<file path="config.mk">
export PLATFORM = sky130hd
export DESIGN_NAME = hazard_ctrl
export DESIGN_NICKNAME = d
export VERILOG_FILES = /design/src/rtl/hazard_pkg.sv /design/src/rtl/hazard_perf_counter.sv /design/src/rtl/hazard_ctrl.sv
export SDC_FILE = /design/constraint.sdc
export NUM_CORES = 1
export LEC_CHECK = 0
export BUFFER_PORTS_ARGS = -buffer_cell sky130_fd_sc_hd__buf_2
export CAP_MARGIN = 10
export CORE_UTILIZATION = 50
export CTS_CLUSTER_SIZE = 16
export DETAILED_ROUTE_END_ITERATION = 10
export GPL_TIMING_DRIVEN = 0
export PLACE_DENSITY = 0.84
export SYNTH_ARGS = -nofsm -noshare
export SYNTH_HDL_FRONTEND = slang
export SYNTH_SLANG_ARGS = --single-unit
</file>
<file path="constraint.sdc">
create_clock -name clk -period 7.8 [get_ports clk]
set_clock_uncertainty 0.15 [all_clocks]
set_input_delay 1.56 -clock clk [delete_from_list [all_inputs] [get_ports clk]]
set_output_delay 1.56 -clock clk [all_outputs]
set_load 0.05 [all_outputs]
</file>
<file path="src/rtl/hazard_pkg.sv">
// Shared types and constants for the ID-stage hazard controller.
// The decoder that produces id_uses_*/ex_mem_read keys loads on LOAD_OP.
package hazard_pkg;

  typedef enum logic {
    IDLE  = 1'b0,
    STALL = 1'b1
  } hz_state_e;

  localparam int unsigned REG_ZERO = 0;
  localparam int unsigned REM_W    = 4;
  localparam logic [5:0]  LOAD_OP  = 6'b100011;

endpackage

</file>
<file path="src/rtl/hazard_perf_counter.sv">
// Saturating event counter with synchronous clear (clear beats increment).
module hazard_perf_counter #(
  parameter int CNT_W = 16
) (
  input  logic             clk,
  input  logic             rst,
  input  logic             clr_i,
  input  logic             en_i,
  output logic [CNT_W-1:0] count_o
);

  logic [CNT_W-1:0] count_q, count_d;

  always_comb begin
    count_d = count_q;
    if (clr_i) begin
      count_d = '0;
    end else if (en_i && (count_q != {CNT_W{1'b1}})) begin
      count_d = count_q + CNT_W'(1);
    end
  end

  always_ff @(posedge clk) begin
    if (rst) begin
      count_q <= '0;
    end else begin
      count_q <= count_d;
    end
  end

  assign count_o = count_q;

endmodule

</file>
<file path="src/rtl/hazard_ctrl.sv">
// Load-use / branch-operand hazard detection beside ID, with a stall FSM
// that stretches load-use bubbles to LOAD_STALL cycles and a stall counter.
module hazard_ctrl
  import hazard_pkg::*;
#(
  parameter int REG_W      = 5,
  parameter int LOAD_STALL = 1,
  parameter int CNT_W      = 16
) (
  input  logic             clk,
  input  logic             rst,
  input  logic [REG_W-1:0] id_rs,
  input  logic [REG_W-1:0] id_rt,
  input  logic             id_uses_rs,
  input  logic             id_uses_rt,
  input  logic             id_is_branch,
  input  logic             id_branch_taken,
  input  logic [REG_W-1:0] ex_dst,
  input  logic             ex_reg_write,
  input  logic             ex_mem_read,
  input  logic [REG_W-1:0] mem_dst,
  input  logic             mem_mem_read,
  input  logic             perf_clr,
  output logic             pc_stall,
  output logic             if_id_stall,
  output logic             id_ex_bubble,
  output logic             if_id_flush,
  output logic             stall_active,
  output logic [CNT_W-1:0] stall_cycles
);

  function automatic logic reg_match(
    input logic [REG_W-1:0] d,
    input logic [REG_W-1:0] rs,
    input logic [REG_W-1:0] rt,
    input logic             use_rs,
    input logic             use_rt
  );
    return (d != REG_W'(REG_ZERO)) &&
           (((d == rs) && use_rs) || ((d == rt) && use_rt));
  endfunction

  hz_state_e        state_q, state_d;
  logic [REM_W-1:0] rem_q, rem_d;
  logic             ex_match, mem_match;
  logic             load_use, br_haz;
  logic             stall_raw, stall;

  assign ex_match  = reg_match(ex_dst,  id_rs, id_rt, id_uses_rs, id_uses_rt);
  assign mem_match = reg_match(mem_dst, id_rs, id_rt, id_uses_rs, id_uses_rt);

  assign load_use  = ex_mem_read && ex_match;
  assign br_haz    = id_is_branch &&
                     ((ex_reg_write && ex_match) || (mem_mem_read && mem_match));

  // While in STALL the detection terms are irrelevant: the state alone holds the pipe.
  assign stall_raw = (state_q == STALL) || load_use || br_haz;
  assign stall     = stall_raw && !rst;

  always_comb begin
    state_d = state_q;
    rem_d   = rem_q;
    case (state_q)
      IDLE: begin
        if (load_use && (LOAD_STALL > 1)) begin
          state_d = STALL;
          rem_d   = REM_W'(LOAD_STALL - 1);
        end
      end
      STALL: begin
        if (rem_q == REM_W'(1)) begin
          state_d = IDLE;
          rem_d   = '0;
        end else begin
          rem_d   = rem_q - REM_W'(1);
        end
      end
      default: begin
        state_d = IDLE;
        rem_d   = '0;
      end
    endcase
  end

  always_ff @(posedge clk) begin
    if (rst) begin
      state_q <= IDLE;
      rem_q   <= '0;
    end else begin
      state_q <= state_d;
      rem_q   <= rem_d;
    end
  end

  assign pc_stall     = stall;
  assign if_id_stall  = stall;
  assign id_ex_bubble = stall;
  // A stalled branch is re-resolved once the hazard clears, so it never flushes here.
  assign if_id_flush  = id_branch_taken && !stall_raw && !rst;
  assign stall_active = (state_q == STALL) && !rst;

  hazard_perf_counter #(
    .CNT_W (CNT_W)
  ) u_perf (
    .clk     (clk),
    .rst     (rst),
    .clr_i   (perf_clr),
    .en_i    (stall),
    .count_o (stall_cycles)
  );

endmodule

</file>
==> results by group <==
Status
  • Outcome: finished, final reports clean

Global route
  • Largest net degree at the start of global routing: 13
  • Total GRT Usage: 23.2%
  • Global-route wire length before repair: 5810 um
  • GRT overflow: 0
  • Initial antenna violation count: 0
  • Vias in the first global route: 1,293

Routing
  • Remaining DRCs: 0
  • Routed len/inst: 13.4 um
  • Final wirelength: 3480 um
  • Initial DRC Count: 50
  • DR pass1 iterations: 4
  • Final ANT Viol Nets: 0
  • Detailed-route via count: 1,476
  • Vias per inst: 5.68

Floorplanning
  • Initial Utilization: 52.8%
  • Die X: 55.7 um
  • Die ar.: 3100 um2
  • Core area: 2730 um2
  • FP Rows: 19
  • I/O pins: 51
  • Die height: 55.7 um

Clock network
  • Root buf cell: clkbuf_4
  • Max clock buf depth: 2
  • Post-CTS sizing: 0
  • CTS Buf Count: 3
  • Worst-Skew Late Latency: 0.31 ns
  • Hold buffer count at CTS: 0
  • Clk sinks: 21
  • Setup bufs post-CTS: 0
  • CTS tree: yes
  • H-tree depth: 1
  • Reg clk slew, reported paths: 0.11 ns

Synth
  • Syn Nets: 208
  • Register bit total from synthesis: 21
  • Unique cell type count in the Yosys netlist: 38
  • Top FF cell, synth: dfxtp_1
  • Post-synth EDFFs: 0
  • Mean Syn Cell Area: 8.24 um2
  • Register area share after synthesis: 29.1%
  • Yosys warnings: 0
  • Syn Std Cell Area: 1440 um2
  • Asr flop ratio synth: 0%
  • Cells after Synth: 175

STA
  • Worst Tran Pin Value: 0.722 ns
  • RSZ-0062 raised after global routing: no
  • WHS: 0.355 ns
  • Tcrit/Tclk final: 67.4%
  • Final setup fails: 0
  • Worst Setup Slack, final: 2.54 ns
  • Max_slew headroom: 51.9%
  • Minimum clock period: 5.26 ns
  • Final count of hold timing violations: 0
  • Setup TNS: 0 ns
  • Achievable frequency: 190 MHz
  • Slew Viols, Final: 0

Worst setup path
  • Max incr delay on CP: 0.56 ns
  • Critical Path RT: 6.09 ns
  • Crit Path Class: input pin to output pin
  • Reg2reg path depth: 7
  • CP Cell Sequence: buf_2, or4_1, o211ai_2, inv_2, a221oi_4, buf_6, nor2_1, buf_4, buf_2
  • Crit path top cell by count: buf_2
  • Worst Path Arrival: 3.55 ns
  • Crit path launch type: input pin
  • Crit. End Element: output pin
  • Crit Path Max Fanout: 10
  • Slowest CP cell: or4_1

Final layout
  • Area grow syn2layout: 21.9%
  • Most common cell after layout, fill and taps aside: buf_2
  • Nets: 263
  • Final core utilization: 64.3%
  • Fin area: 1760 um2
  • Antenna Cells: 0
  • FILL cells: 250
  • Most frequent cells in the layout: buf_2 (51), dfxtp_1 (21), xnor2_1 (20), nand2_1 (16), a21oi_2 (11)
  • Non-filler cells, final: 260
  • Layout cells sized above 1: 32.8%

Pwr
  • Lkg Pwr: 0.656 nW
  • Reg power frac: 54.6%
  • Clock network fraction of total power: 27.0%
  • Comb power frac: 18.4%
  • Int Power: 0.143 mW
  • Switching Share: 27.2%
  • Max VDD drop: 129 uV
  • PwrDens: 112 nW/um2
  • Overall power: 0.196 mW
  • Net Sw Power: 0.0535 mW

Flow run
  • Max cap viols: 0

Place
  • Area after DPL: 1730 um2
  • IO buf count: 50
  • Gpl congestion: 0.947
  • Post-DP HPWL: 2760 um
  • Placed Instances: 256
  • Place WS: 2.55 ns

Min path
  • Hold Path Class: flip-flop to flip-flop
  • Min-Delay Path Depth: 2
-- cells by family (layout without fill, tap and decap cells) --
group           after synthesis  count (layout)  synth area share (%)
compound gates               43              43                  22.6
xor+xnor                     20              20                  12.1
fa+ha+maj                     3               3                  2.60
buf+inv                      13              67                  5.03
flops                        21              21                  29.1
mux                           1               1                 0.694
simple gates                 74              74                  27.8
-- flip-flops by register name, summed over array words and instances (netlist names) --
register	cells
u_perf.count_o	16
state_q	1
rem_q	4
-- power by group through the flow --
| stage | sequential (mW) | combinational, mW | clock [mW] |
|---|---|---|---|
| after floorplan | 0.110 | 0.0210 | 0 |
| after global placement | 0.110 | 0.0356 | 0 |
| after detailed placement | 0.110 | 0.0361 | 0 |
| after CTS | 0.107 | 0.0362 | 0.0549 |
| after global routing | 0.107 | 0.0393 | 0.0596 |
| final | 0.107 | 0.0360 | 0.0530 |
-- metal layers --
layer | vias to the layer above | routed length (um) | track usage, %
met2 | 40 | 1600 | 37.2
met4 | 0 | 31 | 5.00
li1 | 757 | - | -
met3 | 4 | 170 | 5.58
met5 | - | 0 | 0
met1 | 675 | 1680 | 31.8
-- final cells by class --
cell class              instances  area (um2)  area share [%]
clock buffers                   3        22.5            1.28
repair buffers                 50         250            14.2
clock inverters                 1        5.00           0.284
inverters                       6        22.5            1.28
well taps                      31        38.8            2.20
flip-flops and latches         21         420            23.9
plain buffers                   7        50.0            2.84
multi-input cells             141         950            54.0
-- path summary, 6_finish.rpt --
| check | from | endpoint | slack, ns |
|---|---|---|---|
| worst max-delay path | mem_dst[1] | if_id_stall | 2.54 |
| worst min-delay path | rem_q[0] | rem_q[0] | 0.36 |
| worst max register to register | u_perf.count_o[0] | u_perf.count_o[14] | 5.49 |
| worst min register to register | rem_q[0] | rem_q[0] | 0.36 |
-- worst max-delay path, delay by kind of cell --
family / cells / cell delay, ns
buffers and inverters: 5 / 0.75
and+or+nand+nor: 2 / 0.63
AOI/OAI and AO/OA: 2 / 0.61
-- cells in the mapped netlist, drive strengths merged (2+ instances only) --
| cell | n | share of area, % |
|---|---|---|
| nor3 | 4 | 1.7 |
| inv | 6 | 1.6 |
| buf | 5 | 2.9 |
| clkbuf | 2 | 0.52 |
| o211ai | 2 | 1.4 |
| nor3b | 2 | 1.0 |
| and3 | 5 | 2.2 |
| xnor2 | 20 | 12 |
| nand3 | 8 | 2.8 |
| nand2 | 16 | 4.2 |
| nand4 | 10 | 4.3 |
| or3 | 9 | 3.9 |
| nor2 | 10 | 2.6 |
| o21ai | 7 | 2.4 |
| o22ai | 3 | 1.3 |
| a21oi | 18 | 9.1 |
| a211oi | 2 | 1.0 |
| or4 | 6 | 3.1 |
| ha | 3 | 2.6 |
| dfxtp | 21 | 29 |
| o31ai | 5 | 2.6 |
(Power assumes the default switching activity.)
